File: src/rtl/disp_pkg.sv
// Shared types and constant tables for the pong display compositor.
// Font rows are 3 bits wide, bit 2 is the leftmost font column.
package disp_pkg;

   typedef struct packed {
      logic [9:0] x;
      logic [9:0] y;
   } pos_t;

   localparam int SCORE_XL = 280;
   localparam int SCORE_XR = 348;
   localparam int SCORE_Y  = 16;
   localparam int DIGIT_W  = 12;
   localparam int DIGIT_H  = 20;

   localparam logic [2:0] FONT [16][5] = '{
      '{3'b111, 3'b101, 3'b101, 3'b101, 3'b111},
      '{3'b010, 3'b110, 3'b010, 3'b010, 3'b111},
      '{3'b111, 3'b001, 3'b111, 3'b100, 3'b111},
      '{3'b111, 3'b001, 3'b111, 3'b001, 3'b111},
      '{3'b101, 3'b101, 3'b111, 3'b001, 3'b001},
      '{3'b111, 3'b100, 3'b111, 3'b001, 3'b111},
      '{3'b111, 3'b100, 3'b111, 3'b101, 3'b111},
      '{3'b111, 3'b001, 3'b001, 3'b001, 3'b001},
      '{3'b111, 3'b101, 3'b111, 3'b101, 3'b111},
      '{3'b111, 3'b101, 3'b111, 3'b001, 3'b111},
      '{3'b010, 3'b101, 3'b111, 3'b101, 3'b101},
      '{3'b110, 3'b101, 3'b110, 3'b101, 3'b110},
      '{3'b011, 3'b100, 3'b100, 3'b100, 3'b011},
      '{3'b110, 3'b101, 3'b101, 3'b101, 3'b110},
      '{3'b111, 3'b100, 3'b111, 3'b100, 3'b111},
      '{3'b111, 3'b100, 3'b111, 3'b100, 3'b100}
   };

   // {r,g,b} on/off per paddle: red, cyan, magenta, yellow
   localparam logic [2:0] PAD_COLOUR [4] = '{3'b100, 3'b011, 3'b101, 3'b110};

   function automatic logic font_px(input logic [3:0] d, input logic [2:0] row,
                                    input logic [1:0] col);
      logic [2:0] bits;
      bits = FONT[d][row];
      case (col)
         2'd0:    return bits[2];
         2'd1:    return bits[1];
         default: return bits[0];
      endcase
   endfunction

endpackage

File: src/rtl/disp_rect_hit.sv
// Registered rectangle hit test: x <= h < x+W and y <= v < y+H.
// Right/bottom edges are formed in 11 bits so objects near 1023 clip instead of wrapping.
module disp_rect_hit
   import disp_pkg::*;
#(
   parameter int W = 8,
   parameter int H = 8
) (
   input  logic       clk,
   input  logic       rst,
   input  logic [9:0] h,
   input  logic [9:0] v,
   input  pos_t       pos,
   output logic       hit
);

   logic [10:0] xe;
   logic [10:0] ye;
   logic        hit_c;

   assign xe    = {1'b0, pos.x} + 11'(W);
   assign ye    = {1'b0, pos.y} + 11'(H);
   assign hit_c = (h >= pos.x) && ({1'b0, h} < xe) &&
                  (v >= pos.y) && ({1'b0, v} < ye);

   always_ff @(posedge clk or negedge rst) begin
      if (!rst) hit <= 1'b0;
      else      hit <= hit_c;
   end

endmodule

File: src/rtl/disp_layer.sv
// Two-stage pong compositor: paddles, ball, two-digit score and centre net over vga counters.
// Object positions are shadowed once per frame so a frame never tears.
module disp_layer
   import disp_pkg::*;
#(
   parameter int NPADDLE      = 2,
   parameter int PAD_W        = 8,
   parameter int PAD_H        = 48,
   parameter int BALL_SZ      = 8,
   parameter int CDEPTH       = 1,
   parameter int H_ACTIVE     = 640,
   parameter int V_ACTIVE     = 480,
   parameter int BLINK_FRAMES = 30
) (
   input  logic                   clk,
   input  logic                   rst,
   input  logic [9:0]             hcnt,
   input  logic [9:0]             vcnt,
   input  logic                   hsync_in,
   input  logic                   vsync_in,
   input  logic [19:0]            ball,
   input  logic [20*NPADDLE-1:0]  ppos,
   input  logic [7:0]             score,
   input  logic                   blink,
   output logic [CDEPTH-1:0]      r,
   output logic [CDEPTH-1:0]      g,
   output logic [CDEPTH-1:0]      b,
   output logic                   hsync,
   output logic                   vsync,
   output logic                   draw,
   output logic                   frame_tick
);

   localparam int            BW         = (BLINK_FRAMES > 1) ? $clog2(BLINK_FRAMES) : 1;
   localparam logic [BW-1:0] BLINK_LAST = BW'(BLINK_FRAMES - 1);
   localparam logic [9:0]    NET_L      = 10'(H_ACTIVE / 2 - 1);
   localparam logic [9:0]    NET_R      = 10'(H_ACTIVE / 2);

   pos_t                  ball_sh;
   logic [20*NPADDLE-1:0] ppos_sh;
   logic [7:0]            score_sh;
   logic                  valid;
   logic [BW-1:0]         bcnt;
   logic                  bhide;
   logic                  latch;

   assign latch = (hcnt == 10'd0) && (vcnt == 10'(V_ACTIVE));

   always_ff @(posedge clk or negedge rst) begin
      if (!rst) begin
         ball_sh    <= '0;
         ppos_sh    <= '0;
         score_sh   <= '0;
         valid      <= 1'b0;
         bcnt       <= '0;
         bhide      <= 1'b0;
         frame_tick <= 1'b0;
      end else begin
         frame_tick <= latch;
         if (latch) begin
            ball_sh  <= ball;
            ppos_sh  <= ppos;
            score_sh <= score;
            valid    <= 1'b1;
            if (bcnt == BLINK_LAST) begin
               bcnt  <= '0;
               bhide <= ~bhide;
            end else begin
               bcnt <= bcnt + 1'b1;
            end
         end
      end
   end

   // ---- stage 1: active flag, per-layer hits, font lookup ----
   logic               act_c;
   logic               vin_c;
   logic               inl_c;
   logic               inr_c;
   logic               score_c;
   logic               net_c;
   logic [2:0]         row_c;
   logic [1:0]         coll_c;
   logic [1:0]         colr_c;

   logic               act_p1;
   logic               vld_p1;
   logic               score_p1;
   logic               net_p1;
   logic               hs_p1;
   logic               vs_p1;
   logic               ball_hit_p1;
   logic [NPADDLE-1:0] pad_hit_p1;

   assign act_c = (hcnt < 10'(H_ACTIVE)) && (vcnt < 10'(V_ACTIVE));
   assign vin_c = (vcnt >= 10'(SCORE_Y)) && (vcnt < 10'(SCORE_Y + DIGIT_H));
   assign inl_c = vin_c && (hcnt >= 10'(SCORE_XL)) && (hcnt < 10'(SCORE_XL + DIGIT_W));
   assign inr_c = vin_c && (hcnt >= 10'(SCORE_XR)) && (hcnt < 10'(SCORE_XR + DIGIT_W));

   // Digit origins are multiples of 4, so font coordinates come straight from counter bits.
   assign row_c  = vcnt[4:2] - 3'(SCORE_Y / 4);
   assign coll_c = hcnt[3:2] - 2'(SCORE_XL / 4);
   assign colr_c = hcnt[3:2] - 2'(SCORE_XR / 4);

   assign score_c = !(blink && bhide) &&
                    ((inl_c && font_px(score_sh[7:4], row_c, coll_c)) ||
                     (inr_c && font_px(score_sh[3:0], row_c, colr_c)));
   assign net_c   = ((hcnt == NET_L) || (hcnt == NET_R)) && !vcnt[3];

   disp_rect_hit #(.W(BALL_SZ), .H(BALL_SZ)) u_ball (
      .clk (clk),
      .rst (rst),
      .h   (hcnt),
      .v   (vcnt),
      .pos (ball_sh),
      .hit (ball_hit_p1)
   );

   for (genvar i = 0; i < NPADDLE; i++) begin : g_pad
      disp_rect_hit #(.W(PAD_W), .H(PAD_H)) u_pad (
         .clk (clk),
         .rst (rst),
         .h   (hcnt),
         .v   (vcnt),
         .pos (ppos_sh[20*i +: 20]),
         .hit (pad_hit_p1[i])
      );
   end

   always_ff @(posedge clk or negedge rst) begin
      if (!rst) begin
         act_p1   <= 1'b0;
         vld_p1   <= 1'b0;
         score_p1 <= 1'b0;
         net_p1   <= 1'b0;
         hs_p1    <= 1'b1;
         vs_p1    <= 1'b1;
      end else begin
         act_p1   <= act_c;
         vld_p1   <= valid;
         score_p1 <= score_c;
         net_p1   <= net_c;
         hs_p1    <= hsync_in;
         vs_p1    <= vsync_in;
      end
   end

   // ---- stage 2: priority mux to colour and draw ----
   logic [2:0] col_c;
   logic       hit_c;

   always_comb begin
      col_c = 3'b000;
      hit_c = 1'b0;
      if (net_p1) begin
         col_c = 3'b001;
         hit_c = 1'b1;
      end
      if (score_p1) begin
         col_c = 3'b010;
         hit_c = 1'b1;
      end
      for (int i = NPADDLE - 1; i >= 0; i--) begin
         if (pad_hit_p1[i]) begin
            col_c = PAD_COLOUR[i];
            hit_c = 1'b1;
         end
      end
      if (ball_hit_p1) begin
         col_c = 3'b111;
         hit_c = 1'b1;
      end
      if (!(act_p1 && vld_p1)) begin
         col_c = 3'b000;
         hit_c = 1'b0;
      end
   end

   always_ff @(posedge clk or negedge rst) begin
      if (!rst) begin
         r     <= '0;
         g     <= '0;
         b     <= '0;
         draw  <= 1'b0;
         hsync <= 1'b1;
         vsync <= 1'b1;
      end else begin
         r     <= {CDEPTH{col_c[2]}};
         g     <= {CDEPTH{col_c[1]}};
         b     <= {CDEPTH{col_c[0]}};
         draw  <= hit_c;
         hsync <= hs_p1;
         vsync <= vs_p1;
      end
   end

endmodule
File: config.mk
export PLATFORM = sky130hd
export DESIGN_NAME = disp_layer
export DESIGN_NICKNAME = d
export VERILOG_FILES = /design/src/rtl/disp_pkg.sv /design/src/rtl/disp_rect_hit.sv /design/src/rtl/disp_layer.sv
export SDC_FILE = /design/constraint.sdc
export NUM_CORES = 1
export LEC_CHECK = 0
export ABC_AREA = 1
export CORE_ASPECT_RATIO = 0.75
export CORE_MARGIN = 4
export CORE_UTILIZATION = 52
export DETAILED_ROUTE_END_ITERATION = 10
export HOLD_SLACK_MARGIN = 0.06
export PLACE_DENSITY = 0.87
export SLEW_MARGIN = 15
export SYNTH_ARGS = -nofsm -noshare
export SYNTH_HDL_FRONTEND = slang
export SYNTH_HIERARCHICAL = 1
export SYNTH_SLANG_ARGS = --single-unit
File: constraint.sdc
create_clock -name clk -period 2.05 [get_ports clk]
set_clock_uncertainty 0.2 [all_clocks]
set_input_delay 0.41 -clock clk [delete_from_list [all_inputs] [get_ports clk]]
set_output_delay 0.41 -clock clk [all_outputs]
set_load 0.005 [all_outputs]
**After elaboration in Yosys (flattened, before gate mapping)**

Memory sizes are Yosys's and may differ from the RTL's.
Cells that the tools add are included.

- Flip-flop bits (word level): 91
- Latch bits: 0
- RAM bits: 0
- ROM bits: 480
- Input bits: 93
- Output and inout bits: 7
- Logic and storage cells: 123
- Memories kept: 2

- Add/sub/neg operators: 10
- Multipliers: 0
- Div/mod/pow operators: 0
- Magnitude comparators: 23
- Equal/unequal tests: 6
- Shift-type cells: 0
- Muxes and demuxes: 25
- Bitwise gates (word level): 4
- Reductions and logical operators: 30

Memory list:

| name | depth | width | rd ports | clocked after Yosys merged registers in | write ports | RTL line | RTL |
|---|---|---|---|---|---|---|---|
| (name not given) | 16 | 15 | 1 | 0 | 0 | disp_pkg.sv:41 | `bits = FONT[d][row];` |
| (name not given) | 16 | 15 | 1 | 0 | 0 | disp_pkg.sv:41 |  |

Operator list:

| cell | count |
|---|---|
| < comparator 10 x 11 -> 1 bit | 6 |
| greater-or-equal comparator 10 bit | 6 |
| 2-to-1 mux 15 bit | 4 |
| adder 10 x 4 -> 11 bit (second input constant) | 4 |
| == test 10 x 9 -> 1 bit (second input constant) | 3 |
| < comparator 10 x 9 -> 1 bit (second input constant) | 3 |
| 2-to-1 mux 3 bit | 9 |
| adder 10 x 6 -> 11 bit (second input constant) | 2 |
| logical AND 1 bit | 22 |
| greater-or-equal comparator 10 x 9 -> 1 bit (second input constant) | 2 |
| binary-select mux 3 bit (select 3 bit) | 2 |
| greater-or-equal comparator 10 x 5 -> 1 bit (second input constant) | 1 |
| greater-or-equal comparator 5 bit (second input constant) | 2 |
| logical NOT 10 bit | 1 |
| < comparator 10 bit (second input constant) | 1 |
| < comparator 10 x 6 -> 1 bit (second input constant) | 1 |
| inverter 4 -> 5 bit | 2 |
| 2-to-1 mux 1 bit | 7 |
| adder 5 x 1 -> 5 bit (second input constant) | 1 |
| == test 5 bit (second input constant) | 1 |
| 2-to-1 mux 5 bit | 1 |
| == test 2 x 1 -> 1 bit (second input constant) | 2 |
| greater-or-equal comparator 4 bit (second input constant) | 1 |
| logical NOT 2 bit | 2 |
| other kinds (8) | 12 |

**Depth between registers and ports, before layout**

Gate-level depths: netlist (run 1).

- Word-level depth: 11
- Gate-level depth with buffers: 14
- Mapped depth without buffers: 14

**Modules after synthesis**

The synthesis (run 1) kept the hierarchy.

Modules (own cells, without submodules):

| module | instances | cells each | area each (µm²) | sequential area each (µm²) |
|---|---|---|---|---|
| disp_layer | 1 | 573 | 4443.0 | 2207.1 |
| disp_rect_hit (g_pad[0].u_pad) | 1 | 184 | 1143.6 | 25.0 |
| disp_rect_hit (u_ball) | 1 | 178 | 1127.3 | 25.0 |
| disp_rect_hit (g_pad[1].u_pad) | 1 | 179 | 1113.6 | 25.0 |

**Least setup slack after synthesis (run 1)**

No wires, ideal clock.

- Kind: register to register
- Start point: register ball_sh[13] in the netlist's numbering
- End point: register u_ball.hit
- Library setup time: 114 ps
- Data arrival time: 1715 ps
- Required time: 1736 ps
- Slack: 21 ps
- Cell stages (with the launch flop): 14
- Path buffers: 0
- Clock period less this slack: 2029 ps
- Cell sequence: dfrtp_1 -> ha_1 -> nand2_1 -> nor2_1 -> nand3_1 -> xor2_1 -> ha_1 -> inv_1 -> nor2_1 -> nand3_1 -> nor2_1 -> nor2_1 -> nand3_1 -> nor2_1

- Word-level cells in the longest chain between the ends: 5
- Elaborated cells between the ends (all ways): 6
- Those cells by class: add/sub (1); order compare (2); reduce/logical (3)

RTL lines:

| what | RTL line | RTL |
|---|---|---|
| start: declaration | disp_layer.sv:39 | `pos_t ball_sh;` |
| start signal: assignment | disp_layer.sv:61 | `ball_sh <= ball;` |
| adder 10 x 4 -> 11 bit | disp_rect_hit.sv:21 | `assign xe = {1'b0, pos.x} + 11'(W);` |
| < comparator 10 x 11 -> 1 bit | disp_rect_hit.sv:23 | `assign hit_c = (h >= pos.x) && ({1'b0, h} < xe) &&` |
| logical AND 1 bit (*) (2 in a row) | disp_rect_hit.sv:23 |  |
| logical AND 1 bit (*) | disp_rect_hit.sv:24 | `(v >= pos.y) && ({1'b0, v} < ye);` |
| net u_ball.hit_c | disp_rect_hit.sv:19 | `logic hit_c;` |
| end signal: assignment | disp_rect_hit.sv:28 | `else hit <= hit_c;` |
| end: declaration | disp_rect_hit.sv:14 | `output logic hit` |

The timed path passes the listed nets; every way through them passes the cells marked *.
A chain may end at the register's enable or synchronous reset.

**Final worst setup path (run 1)**

Ends and elaborated chain as after synthesis.

==> flow_summary.toml, run 1 <==
[status]
status = "complete, but fails checks"
violations = "setup timing"

[synthesis]
synth_top_area_cell = "dfrtp_1"
synth_fp_nets = 1331
netlist.area_leader.share = 0.278
ys_warn_count = 6
synth-seq-area-share = 0.292
ys_async_sr_fraction = 1.00
synth_area_um2 = 7830
avgSynthCellArea_um2 = 7.03
ys_seq_elements = 91
synth_edf_count = 0
synth.area.top_cells = "dfrtp_1 (28%), ha_1 (20%), nand2_1 (19%), inv_1 (6.9%), nand3_1 (4.0%)"
synth-main-ff-cell = "dfrtp_1"
yosys.cell_types.count = 43
syn_inst = 1114

[timing]
setup_slack_ps = -265
worst_pin_slew_ps = 316
tns_ps = -322
period_minus_slack_ps = 2320
finalHoldViolCount = 0
max_clock_freq_mhz = 432
maxSlewViolCount = 0
rsz0062_at_grt = "yes"
fin_crit_sh = 1.13
setup-violations-final = 2
relSlewSlack = 0.789

[worst_hold_path]
min_from = "vs_p1"
hold_path.class = "reg -> reg"

[critical_path]
required_ps = 2130
slowest_stage = "dfrtp_1"
crit_end = "u_ball/hit"
reg2reg_slack_ps = -270
startpoint = "ball_sh[13]"
ff2ff_path_depth = 13
cpPeakStageDelay_ps = 420
r2r_start = "ball_sh[13]"
crit_type = "reg -> reg"
arrival_ps = 2400
cp-start-kind = "register"
end_kind = "register"
r2r-end = "u_ball/hit"
crit_path_max_fanout = 4
path_cells = "ha_2 > nand2_2 > nor2_4 > nand3_2 > xor2_1 > ha_1 > inv_2 > nor2_4 > nand3_2 > nor2_2 > nor2_2 > nand3_1 > nor2_1"

[placed_design]
routabilityCongestion = 0.944
place_inst = 1469
port_buffers = 99
hpwl_um = 16700

[route]
drc = 0
avgRoutedWirePerCell_um = 15.4
routed-via-count = 7934
viasPerCell = 5.27
dr.first_iter.drc_count = 673
drt_wl_total_um = 23200
firstDrtPassIters = 5
antenna_left = 0

[final_layout]
final_common_cell = "nand2_1"
fin_util = 0.702
fillers = 1108
most-common-layout-cells = "nand2_1 (401), inv_1 (133), ha_1 (119), buf_4 (89), clkdlybuf4s50_1 (88)"
drive_gt1_frac = 0.149
multi_input_area_um2 = 4950
syn_to_final_growth_pct = 31.0
regArea_um2 = 2280
diodes = 0
nNetsFinal = 1518
instances_no_fill = 1506

[power]
p_per_area_nw_per_um2 = 418
irDropWorstVdd_v = 0.000369
leakage_nw = 5.25
total_power_mw = 4.28

[floorplanning]
fp-row-count = 38
die-area_um2 = 17100
design.core.area_um2 = 14600
die_h_um = 114
initial_utilization = 0.536
ioPinCount = 100
die_w_um = 150

[clock_tree]
cts_buffers = 9
insertion_delay_ps = 360
cts_buffer_depth = 2
h-tree-depth = 3
clkSlewWorstSetupHoldPaths_ps = 80
cts_tree = "yes"
cts_root_buf = "clkbuf_16"
clock_sinks = 91

[global_route]
grt_max_degree = 47
antenna_found_initial = 0
grt_pass1_vias = 7414
grtUsageTotal = 0.256
overflow = 0
grt_pass1_wl_um = 35200

[run]
cap_violations = 0
[what timing repair did]
| item | in CTS | in global routing |
|---|---|---|
| gates resized for setup | 10 | 54 |
| gates cloned | 0 | 2 |
| pin swaps | 4 | 23 |
| hold endpoints to repair | 87 | 0 |
| setup endpoints to repair | 3 | 74 |
| hold buffers | 1 | 0 |
| setup buffers | 6 | 12 |
[layer usage]
metal | vias to the layer above | part of all wire | track usage
li1 | 3878 | - | -
met1 | 3632 | 0.44 | 0.352
met2 | 357 | 0.45 | 0.402
met3 | 67 | 0.079 | 0.0558
met4 | 0 | 0.031 | 0.0859
met5 | - | 0 | 0
[Yosys cell counts (all sizes together) (4+ instances only)]
master / count
a21o: 7
a21oi: 52
buf: 16
clkbuf: 6
dfrtp: 87
dfstp: 4
ha: 124
inv: 156
nand2: 413
nand3: 63
nand3b: 4
nand4: 9
nor2: 79
nor3: 11
o21a: 4
o21ai: 31
or2: 4
xnor2: 5
xor2: 24
[metrics by stage]
stage	instance area (um2)	setup slack [ps]	hold slack, ps
floorplan	7830	20.9	-85.6
global placement	9570	-354	146
detailed placement	9570	-377	153
CTS	9940	-116	161
global route	10300	-388	162
finish	10300	-265	159
[logic make-up after synthesis]
kind of cell               count (synthesis)  share of synthesized area
xor gates and xnor gates                  29                     0.0324
adders and majority gates                124                      0.198
buffers and inverters                    180                     0.0938
muxes                                      1                    0.00128
AOI/OAI and AO/OA                        102                     0.0713
DFF                                       91                      0.292
and+or+nand+nor                          587                      0.311
[flip-flops by register name (all words and copies together), names as in the netlist, 2 cells and up]
register         cells
g_pad.u_pad/hit      2
bcnt                 5
ball_sh             20
ppos_sh             40
score_sh             8
[worst max-delay path, delay by kind of cell (launching register included)]
| family | cells | cell delay (ps) |
|---|---|---|
| simple gates | 9 | 820 |
| fa+ha+maj | 2 | 550 |
| flops | 1 | 420 |
| xor+xnor | 1 | 160 |
| buf+inv | 1 | 80 |
[final cells by class]
| cell class | count | share of cell area |
|---|---|---|
| inverters | 158 | 0.0583 |
| clock inverters | 7 | 0.00647 |
| flip-flops and latches | 91 | 0.223 |
| well taps | 200 | 0.0244 |
| clock buffers | 9 | 0.0220 |
| multi-input cells | 843 | 0.483 |
| repair buffers | 198 | 0.183 |
[worst min path at each step]
stage                         to  slack, ps  cells past startpoint
final                      vsync        160                      0
after floorplan           act_p1        -90                      0
after CTS                  vsync        160                      0
after global placement     vsync        150                      0
after detailed placement   vsync        150                      0
after global routing       vsync        160                      0
[power by group]
group,leakage (nW),internal (mW),switching [mW]
sequential,1.20,1.80,0.00376
combinational,3.91,0.385,0.398
clock,0.145,0.858,0.835
Power figures use the tool's default switching activity.
==> inputs of run 2 (changes only) <==
--- a/config.mk
+++ b/config.mk
@@ -10,8 +10,8 @@
 export CORE_MARGIN = 4
 export CORE_UTILIZATION = 52
 export DETAILED_ROUTE_END_ITERATION = 10
-export HOLD_SLACK_MARGIN = 0.06
-export PLACE_DENSITY = 0.87
+export HOLD_SLACK_MARGIN = 0.08
+export PLACE_DENSITY = 0.79
 export SLEW_MARGIN = 15
 export SYNTH_ARGS = -nofsm -noshare
 export SYNTH_HDL_FRONTEND = slang
==> run 2 against run 1 <==
The flow still finishes with violations (setup timing). Critical path type unchanged. Global-route usage fell by 1.2 points. Utilization rose by 0.11 points. Hold slack got worse by 1.7 ps. Sequential cell count did not move. Final cell count fell by 0.20%. Critical path depth did not move. Highest routed layer unchanged. Final area rose by 0.16%.
==> flow_summary.toml, run 2 (synthesized netlist as in run 1, its figures left out) <==
[global_route]
grt_pass1_wl_um = 33800
grt_max_degree = 92
overflow = 0
grt_pass1_vias = 7243
grtUsageTotal = 0.244
antenna_found_initial = 0

[timing]
fin_crit_sh = 1.04
finalHoldViolCount = 0
period_minus_slack_ps = 2130
max_clock_freq_mhz = 469
setup_slack_ps = -81.1
worst_pin_slew_ps = 500
setup-violations-final = 2
relSlewSlack = 0.667
rsz0062_at_grt = "yes"
maxSlewViolCount = 0

[critical_path]
crit_path_max_fanout = 3
critPathTopFamily = "simple AND/OR/NAND/NOR gates"
path_cells = "ha_1 > nand2_1 > nor2_2 > nand3_1 > xor2_1 > ha_1 > inv_1 > nor2_2 > nand3_1 > nor2_1 > nor2_2 > nand3_1 > nor2_1"
arrival_ps = 2170
cpPeakStageDelay_ps = 370
reg2reg_slack_ps = -80
required_ps = 2090
end_kind = "register"
slowest_stage = "dfrtp_1"
path_buf_inv = 1
cp-start-kind = "register"
crit_type = "reg -> reg"

[status]
status = "complete, but fails checks"
violations = "setup timing"

[final_layout]
diodes = 0
final_cell_area_um2 = 10300
most-common-layout-cells = "nand2_1 (402), inv_1 (130), ha_1 (117), clkdlybuf4s50_1 (89), buf_4 (86)"
largestRegisters = "ppos_sh (40), ball_sh (20), score_sh (8)"
largest_register_ffs = 40
syn_to_final_growth_pct = 31.2
final_common_cell = "nand2_1"
drive_gt1_frac = 0.150
nNetsFinal = 1515
fin_util = 0.703
top_register = "ppos_sh"

[power]
p_int_mw = 3.18
comb_power_share = 0.175
leakage_nw = 5.23
irDropWorstVdd_v = 0.000398
sw_frac_of_total = 0.270
clockPowerShare = 0.409
switchingPower_mw = 1.17
p_per_area_nw_per_um2 = 424
pwr-share-seq = 0.416
total_power_mw = 4.35

[clock_tree]
clkSlewWorstSetupHoldPaths_ps = 70
insertion_delay_ps = 350
clock_sinks = 91
h-tree-depth = 3
cts_buffer_depth = 2
cts_tree = "yes"
cts_buffers = 9
cts_root_buf = "clkbuf_16"

[floorplanning]
ioPinCount = 100
fp-row-count = 38
die_h_um = 114
design.core.area_um2 = 14600
die-area_um2 = 17100
die_w_um = 150
initial_utilization = 0.536

[route]
drt_wl_total_um = 21500
viasPerCell = 5.14
routed-via-count = 7721
dr.first_iter.drc_count = 620
avgRoutedWirePerCell_um = 14.3
drc = 0
firstDrtPassIters = 5
antenna_left = 0

[worst_hold_path]
hold_path.class = "reg -> reg"

[placed_design]
pre_cts_slack_ps = -388
placed_area_um2 = 9600
routabilityCongestion = 0.917
port_buffers = 99
hpwl_um = 15800

[run]
cap_violations = 0
## run 2: repair_timing
item / CTS / global route
hold endpoints to repair: 87 / 0
pin swaps: 2 / 22
cloned: 0 / 2
setup buffers: 5 / 8
gates resized for setup: 11 / 56
endpoints found under the setup margin: 16 / 78
hold buffers: 1 / 0
## run 2: area by class of cell
type | instances | area [um2]
Clock buffer | 10 | 239
Inverter | 158 | 598
Tap cell | 200 | 250
Timing Repair Buffer | 195 | 1860
Clock inverter | 6 | 70.1
Sequential cell | 91 | 2290
Multi-Input combinational cell | 843 | 4960
Fill cell | 1174 | 4330
## run 2: through the flow
step | hold WS (ps) | setup TNS [ps] | std cells
3_3_place_gp | 146 | -22010 | 1471
2_1_floorplan | -85.6 | 0 | 1114
6_report | 158 | -118 | 1503
4_1_cts | 159 | -78.6 | 1493
3_5_place_dp | 149 | -26200 | 1471
5_1_grt | 166 | -556 | 1503
## run 2: final timing paths
check | cells past startpoint | endpoint | from
max in group asynchronous | 3 | score_sh[1] | rst
min | 0 | vsync | vs_p1
min in group asynchronous | 3 | ball_sh[5] | rst
max reg2reg | 13 | u_ball/hit | ball_sh[13]
max | 13 | u_ball/hit | ball_sh[13]
min reg2reg | 0 | vsync | vs_p1
## run 2: metal layers
layer,global-route usage,wire length (um)
met2,0.395,9610
met5,0,0
met1,0.343,9790
met3,0.0451,1710
met4,0.0536,394
## run 2: power groups by stage
stage,Combinational [mW],Clock (mW),Sequential (mW)
finish,0.762,1.78,1.81
global route,0.846,1.87,1.81
CTS,0.745,1.79,1.81
detailed placement,0.734,0,1.84
global placement,0.720,0,1.84
floorplan,0.298,0,1.84
==> inputs of run 3 (changes only) <==
--- a/config.mk
+++ b/config.mk
@@ -15,5 +15,5 @@
 export SLEW_MARGIN = 15
 export SYNTH_ARGS = -nofsm -noshare
 export SYNTH_HDL_FRONTEND = slang
-export SYNTH_HIERARCHICAL = 1
 export SYNTH_SLANG_ARGS = --single-unit
+export TNS_END_PERCENT = 50
==> run 3 against run 2 <==
The flow still finishes with violations (setup timing). Combinational power down 8.9%. Largest power group unchanged. Register-to-register slack lost 70 ps. Wire length up 1.8%. Final cell count decreased by 5.3%. Clock power fell by 7%. Critical path depth down 2. Fmax decreased by 3.3%.
==> flow_summary.toml, run 3 <==
[run]
cap_violations = 0

[power]
irDropWorstVdd_v = 0.000374
total_power_mw = 4.15
leakage_nw = 5.42
p_per_area_nw_per_um2 = 384

[synthesis]
ys_warn_count = 0
synth_edf_count = 0
synth-seq-area-share = 0.293
syn_inst = 981
synth-main-ff-cell = "dfrtp_1"
yosys.cell_types.count = 48
avgSynthCellArea_um2 = 7.94
synth.area.top_cells = "dfrtp_1 (28%), ha_1 (20%), nand2_1 (9.5%), inv_1 (6.2%), o21ai_2 (5.5%)"
ys_async_sr_fraction = 1.00
synth_area_um2 = 7790
ys_seq_elements = 91
synth_fp_nets = 1199
synth_top_area_cell = "dfrtp_1"
yosys.cell_count.top_type = "nand2_1"
netlist.area_leader.share = 0.280
synthTopCellsByCount = "nand2_1 (197), inv_1 (128), ha_1 (125), dfrtp_1 (87), nor2_1 (60)"

[clock_tree]
cts_tree = "yes"
clkSlewWorstSetupHoldPaths_ps = 70
h-tree-depth = 3
cts_root_buf = "clkbuf_16"
clock_sinks = 91
insertion_delay_ps = 350
cts_buffers = 9
cts_buffer_depth = 2

[critical_path]
crit_path_max_fanout = 2
cp-start-kind = "register"
reg2reg_slack_ps = -150
critPathTopFamily = "simple AND/OR/NAND/NOR gates"
arrival_ps = 2290
cpPeakStageDelay_ps = 380
required_ps = 2130
slowest_stage = "dfrtp_1"
end_kind = "register"
crit_type = "reg -> reg"
path_cells = "ha_2 > nand2_2 > nor2_2 > nand3_1 > xor2_1 > ha_1 > nand4_1 > a21oi_1 > nor3_1 > nand2_1 > nor2_1"
path_buf_inv = 0

[global_route]
grt_pass1_wl_um = 34000
grt_pass1_vias = 7239
antenna_found_initial = 0
overflow = 0
grt_max_degree = 32
grtUsageTotal = 0.245

[floorplanning]
initial_utilization = 0.535
die_w_um = 149
fp-row-count = 38
design.core.area_um2 = 14500
die_h_um = 114
die-area_um2 = 17000
ioPinCount = 100

[worst_hold_path]
hold_path.class = "reg -> reg"

[timing]
setup_slack_ps = -155
relSlewSlack = 0.714
worst_pin_slew_ps = 426
rsz0062_at_grt = "yes"
setup-violations-final = 3
finalHoldViolCount = 0
fin_crit_sh = 1.08
maxSlewViolCount = 0
period_minus_slack_ps = 2200
max_clock_freq_mhz = 454
hold_ws_ps = 156

[final_layout]
largestRegisters = "ppos_sh (40), ball_sh (20), score_sh (8)"
drive_gt1_frac = 0.258
nNetsFinal = 1436
top_register = "ppos_sh"
syn_to_final_growth_pct = 38.9
final_common_cell = "nand2_1"
diodes = 0
largest_register_ffs = 40
most-common-layout-cells = "nand2_1 (193), buf_4 (120), inv_1 (118), ha_1 (118)"

[route]
viasPerCell = 5.28
avgRoutedWirePerCell_um = 15.4
antenna_left = 0
drt_wl_total_um = 21900
drc = 0
firstDrtPassIters = 5
dr.first_iter.drc_count = 485
routed-via-count = 7517

[placed_design]
port_buffers = 99
hpwl_um = 15900
routabilityCongestion = 0.937

[status]
violations = "setup timing"
status = "complete, but fails checks"
[run 3: changes by cell type in the layout (fill, tap and decap cells not counted), moves of 15 or more]
cell	change
buf_4	+34
inv_2	-15
nand2_1	-209
nand2_2	+25
o21ai_2	+49
[run 3: final timing paths]
kind / cells after the start / to / start
worst max-delay path: 11 / g_pad[0].u_pad.hit / ppos_sh[13]
worst min-delay path: 0 / vsync / vs_p1
worst max register to register: 11 / g_pad[0].u_pad.hit / ppos_sh[13]
worst min register to register: 0 / vsync / vs_p1
max in group asynchronous: 3 / vs_p1 / rst
min in group asynchronous: 2 / score_sh[0] / rst
[run 3: repair_timing]
| item | in CTS | in global routing |
|---|---|---|
| resized for setup | 42 | 57 |
| endpoints found under the setup margin | 71 | 74 |
| pin swaps | 5 | 27 |
| hold buffers | 1 | 0 |
| gates cloned | 0 | 12 |
| hold endpoints to repair | 20 | 0 |
| buffers inserted | 2 | 6 |
[run 3: final cells by class]
type,instances,area [um2]
multi-input cells,739,5090
fillers,1082,3730
repair buffers,243,2370
flip-flops and latches,91,2290
inverters,131,512
well taps,200,250
clock buffers,10,239
clock inverters,6,47.5
repair inverters,3,26.3
[run 3: metrics by stage]
stage / setup slack (ps) / TNS (ps) / instance area, um2 / utilization / instances
2_1_floorplan: -11.3 / -11.3 / 7790 / - / 981
3_3_place_gp: -434 / -29480 / 9900 / 0.680 / 1386
3_5_place_dp: -479 / -33950 / 9900 / 0.680 / 1386
4_1_cts: -121 / -276 / 10300 / 0.710 / 1405
5_1_grt: -319 / -1420 / 10800 / 0.743 / 1423
6_report: -155 / -322 / 10800 / 0.743 / 1423
[run 3: cells by family after synthesis]
logic type      Yosys count  share of synthesized area
mux                       1                    0.00129
buf+inv                 151                     0.0865
flops                    91                      0.293
fa+ha+maj               125                      0.201
compound gates          176                      0.146
simple gates            404                      0.235
xor+xnor                 33                     0.0371
[run 3: layer usage]
| layer | wire [um] | vias to the layer above | GRT usage |
|---|---|---|---|
| met1 | 10000 | 3492 | 0.341 |
| met5 | 0 | - | 0 |
| met4 | 239 | 0 | 0.0470 |
| met3 | 1500 | 23 | 0.0425 |
| li1 | - | 3741 | - |
| met2 | 10100 | 261 | 0.405 |
[run 3: where the power goes]
part / internal [mW] / total (mW) / switching, mW
sequential: 1.80 / 1.80 / 0.00164
combinational: 0.359 / 0.694 / 0.336
clock: 0.872 / 1.65 / 0.779
==> RTL change 1, RTL diff (settings of run 3) <==
Change the parameter `BLINK_FRAMES` from 30 to 15.
--- a/src/rtl/disp_layer.sv
+++ b/src/rtl/disp_layer.sv
@@ -10,7 +10,7 @@
    parameter int CDEPTH       = 1,
    parameter int H_ACTIVE     = 640,
    parameter int V_ACTIVE     = 480,
-   parameter int BLINK_FRAMES = 30
+   parameter int BLINK_FRAMES = 15
 ) (
    input  logic                   clk,
    input  logic                   rst,
Check against the original RTL: no difference found for any inputs over 4 cycles, from zero or initial values and one cycle with rst low; that may be too few to reach the edited logic, so the function may still have changed.
==> RTL change 1 against run 3 <==
- via count up 2.8%
- largest power group unchanged
- total power increased by 0.39%
- cell count is 0.14% higher
- critical endpoint is now u_ball.hit
- setup slack lost 0.10 ns
- sequential cell count shrank 1
- wire length grew 5.4%
- area after synthesis fell by 3.6%
- the run still ends with setup timing left
- design area down 2.3%
- non-clock buffer count increased by 7
==> RTL change 1: results (changes against run 3) <==
stage	metric	value	unit	change
global_route	M1 GR Usage	0.3671		+0.02577
placed_design	placed instance area	9654	um^2	-2.5%
routing	wire length on met1	9.928	mm	-0.84%
critical_path	r2r endpoint	u_ball.hit		
global_route	largest net degree at the start of global routing	37		+16%
min_path	hold endpoint	hsync		
routing	DR WL met3	1.879	mm	+25%
yosys	Synth Net Count	1200		+0.083%
critical_path	R2R depth	12		+1
power	maximum VDD drop	419.0	uV	+12%
outcome	failing checks	setup timing		
routing	1st-pass router iterations	7		+2
timing	worst setup margin	-0.2545	ns	-0.09988 ns
routing	final wirelength	23.07	mm	+5.4%
critical_path	Worst R2R Start	ball_sh[13]		
yosys	Seq/Total Area, Yosys	0.3006		+0.007510
critical_path	worst-path fanout max	3		+1
global_route	first-pass GRT wire length	35.86	mm	+5.5%
placed_design	HPWL after DPL	16.60	mm	+4.5%
global_route	met3 GRT Util	0.05892		+0.01642
timing	worst-margin pin slew	0.4722	ns	+0.04637 ns
timing	final setup vio count	3		unchanged
final_layout	Fillers	1002		-7.4%
global_route	met2 Track Usage GR	0.4253		+0.02064
power	Leak Pwr	5.341	nW	-1.5%
final_layout	share of layout cells above drive strength 1	0.2236		-0.03480
routing	Via-to-Cell Ratio	5.425		+2.7%
final_layout	Total Nets Final	1441		+0.35%
power	PD cells	394.4	nW/um^2	+2.8%
min_path	hold path startpoint	hs_p1		
outcome	status	complete, but fails checks		
placed_design	gpl congestion	0.9912		+5.8%
yosys	top cells by area, synth	dfrtp_1, ha_1, nand2_1		
cts	post-CTS sizing	50		+19%
cts	Post-CTS Setup Bufs	9		+7
RTL change 1: cell types whose count changed in the layout (fill, tap and decap cells not counted), moves of 5 or more:
| cell | delta |
|---|---|
| o21ai_0 | +27 |
| o21ai_2 | -28 |
| nand3_1 | -6 |
| nand2_2 | -31 |
| nand2_1 | +28 |
| clkbuf_16 | -5 |
| buf_4 | +15 |
| buf_6 | -5 |
| buf_12 | +5 |
RTL change 1: critical path: stages, from the launching register on:
cell and delay (ns):
dfrtp_2 0.41, inv_2 0.06, nor3_2 0.19, buf_4 0.17, nand3_2 0.06, xor2_1 0.16, ha_1 0.32, a21oi_2 0.13
o21ai_0 0.10, nor3_1 0.17, buf_4 0.15, nand2_2 0.04, nor2_1 0.07
RTL change 1: logic make-up (layout without fill, tap and decap cells):
group	Yosys count	after routing	share of synthesized area
and+or+nand+nor	405	406	0.2310
AOI/OAI and AO/OA	179	179	0.1388
buffers and inverters	157	402	0.08965
adders and majority gates	123	123	0.2050
DFF	90	90	0.3006
xor gates and xnor gates	30	30	0.03499
RTL change 1: metrics by stage:
stage | TNS, ns | cells | setup WS [ns]
floorplan | 0 | 984 | 0.005321
global placement | -29.26 | 1389 | -0.4565
detailed placement | -32.08 | 1389 | -0.5188
CTS | -0.4020 | 1417 | -0.2294
global route | -1.566 | 1425 | -0.3427
finish | -0.6592 | 1425 | -0.2545
RTL change 1: cell type report:
class / count / area share
Clock inverter: 7 / 0.006279
Inverter: 136 / 0.04881
Multi-Input combinational cell: 738 / 0.4669
Sequential cell: 90 / 0.2141
Timing Repair Buffer: 250 / 0.2195
Tap cell: 195 / 0.02310
Clock buffer: 9 / 0.02132
RTL change 1: where the power goes:
part           internal (W)  switching, W
clock network      0.000858      0.000822
registers           0.00178    0.00000165
logic              0.000354      0.000348
==> RTL change 2, RTL diff (settings of run 3) <==
Made on the original files. One comparison of `bcnt` changes from == to >=.
--- a/src/rtl/disp_layer.sv
+++ b/src/rtl/disp_layer.sv
@@ -62,7 +62,7 @@
             ppos_sh  <= ppos;
             score_sh <= score;
             valid    <= 1'b1;
-            if (bcnt == BLINK_LAST) begin
+            if (bcnt >= BLINK_LAST) begin
                bcnt  <= '0;
                bhide <= ~bhide;
             end else begin
Behaviour: no difference found for any inputs over 4 cycles, from zero or initial values and one cycle with rst low; that may be too few to reach the edited logic, so the function may still have changed.
==> RTL change 2 against run 3 <==
- the run still ends with setup timing left
- critical path depth up 1
- wire length down 2.2%
- setup slack worse by 0.071 ns
- via count down 0.17%
- fmax down 3.1%
- area after synthesis down 4.5%
- sequential cell count unchanged
- design area down 5.5%
- total power up 0.11%
- critical path type unchanged
- largest power group unchanged
- highest routed layer unchanged
==> RTL change 2: results (changes against run 3) <==
stage	metric	value	unit	change
cts	CTS buffer count	9		unchanged
routing	Via-to-Cell Ratio	5.434		+2.9%
critical_path	worst-path fanout max	3		+1
outcome	status	complete, but fails checks		
cts	Clock Tree Root	clkbuf_16		
critical_path	WP data arrival	2.36	ns	+0.07 ns
timing	relative slew slack	0.7155		+0.001870
final_layout	Fillers	1012		-6.5%
placed_design	IO buf count	99		unchanged
final_layout	top flop regs	ppos_sh (40), ball_sh (20), score_sh (8)		
yosys	synth cell count leaders	nand2_1, ha_1, inv_1		
power	maximum VDD drop	347.8	uV	-7.0%
yosys	fraction of registers with async set/reset	1.000		unchanged
placed_design	worst slack at placement	-0.6657	ns	-0.1864 ns
timing	Setup TNS	-0.5389	ns	-0.2166 ns
global_route	total track usage	0.2567		+0.01217
placed_design	HPWL after DPL	15.76	mm	-0.85%
yosys	library cells used by synthesis	41		-15%
final_layout	share of layout cells above drive strength 1	0.1766		-0.08176
min_path	Hold Crit Class	flop to flop		
cts	Clock Latency Late Sink	0.35	ns	about the same
power	Leak Pwr	5.153	nW	-5.0%
yosys	top cells by area, synth	dfrtp_1, ha_1, nand2_1		
cts	CTS H-tree depth	3		unchanged
yosys	Yosys warnings	0		unchanged
global_route	vias in the first global route	7297		+0.80%
cts	Clock Path Buffers	2		unchanged
placed_design	gpl congestion	0.8907		-4.9%
routing	initial drt markers	565		+16%
routing	final wirelength	21.42	mm	-2.2%
cts	clk slew on worst S/H paths	0.07	ns	about the same
critical_path	Worst path max stage delay	0.38	ns	about the same
global_route	initial antenna violation count	0		unchanged
final_layout	antenna cells	0		unchanged
yosys	Synth Net Count	1193		-0.50%
timing	final setup vio count	3		unchanged
yosys	Seq/Total Area, Yosys	0.3068		+0.01371
final_layout	Total Nets Final	1419		-1.2%
outcome	failing checks	setup timing		
yosys	ys flop type	dfrtp_1		
global_route	largest net degree at the start of global routing	38		+19%
timing	worst setup margin	-0.2252	ns	-0.07059 ns
global_route	first-pass GRT wire length	34.69	mm	+2.1%
critical_path	highest-delay cell along the critical path	dfrtp_1		
RTL change 2: per-stage QoR:
step / std cells / hold WS (ns) / util / area [um^2]
finish: 1381 / 0.1593 / 0.7380 / 10220
detailed placement: 1350 / 0.1476 / 0.6870 / 9509
CTS: 1370 / 0.1611 / 0.7183 / 9943
floorplan: 975 / -0.08559 / - / 7451
global route: 1381 / 0.1658 / 0.7380 / 10220
global placement: 1350 / 0.1459 / 0.6870 / 9509
RTL change 2: critical path: cells and delay by family (launching register included):
kind | cells | cell delay (ns)
and+or+nand+nor | 5 | 0.59
DFF | 1 | 0.38
buffers and inverters | 3 | 0.34
adders and majority gates | 1 | 0.32
AOI/OAI and AO/OA | 2 | 0.22
xor gates and xnor gates | 1 | 0.17
RTL change 2: power breakdown:
part           leakage [nW]  switching [W]  internal, W  total [W]
sequential            0.927     0.00000175      0.00180    0.00180
combinational          4.08       0.000323     0.000346   0.000668
clock                 0.147       0.000797     0.000885    0.00168
total                  5.15        0.00112      0.00303    0.00415
RTL change 2: final cells by class:
| class | count | area [um^2] | area share |
|---|---|---|---|
| Clock buffer | 10 | 239.0 | 0.02339 |
| Sequential cell | 91 | 2283 | 0.2235 |
| Inverter | 122 | 470.5 | 0.04605 |
| Multi-Input combinational cell | 742 | 4723 | 0.4623 |
| Timing Repair Buffer | 235 | 2223 | 0.2176 |
| Tap cell | 175 | 219.0 | 0.02143 |
| Clock inverter | 6 | 57.56 | 0.005634 |
RTL change 2: what timing repair did:
action,CTS,global route
buffers inserted,1,10
endpoints found under the setup margin,16,77
hold buffers,1,0
pin swaps,7,20
hold endpoints to repair,26,0
gates cloned,2,1
resized for setup,25,51
RTL change 2: cells by family (layout without fill, tap and decap cells):
| kind of cell | Yosys count | count (layout) | share of synthesized area |
|---|---|---|---|
| simple gates | 410 | 410 | 0.2363 |
| compound gates | 176 | 176 | 0.1282 |
| xor+xnor | 30 | 30 | 0.03532 |
| flops | 91 | 91 | 0.3068 |
| buf+inv | 142 | 373 | 0.08175 |
| fa+ha+maj | 125 | 125 | 0.2103 |
| mux | 1 | 1 | 0.001346 |
RTL change 2: metal layers:
metal	wire (um)	vias up	GRT usage	share of wire
li1	-	3705	-	-
met1	9722	3503	0.3496	0.45
met2	9969	253	0.4286	0.47
met3	1350	43	0.04434	0.063
met4	376	0	0.06328	0.018
met5	0	-	0	0
RTL change 2: worst paths after layout:
| path | startpoint | cells past startpoint | slack, ns | endpoint |
|---|---|---|---|---|
| max | ball_sh[14] | 12 | -0.23 | u_ball.hit |
| min | hs_p1 | 0 | 0.16 | hsync |
| max reg2reg | ball_sh[14] | 12 | -0.23 | u_ball.hit |
| min reg2reg | hs_p1 | 0 | 0.16 | hsync |
| max in group asynchronous | rst | 3 | 0.69 | vsync |
| min in group asynchronous | rst | 2 | 0.34 | ball_sh[7] |
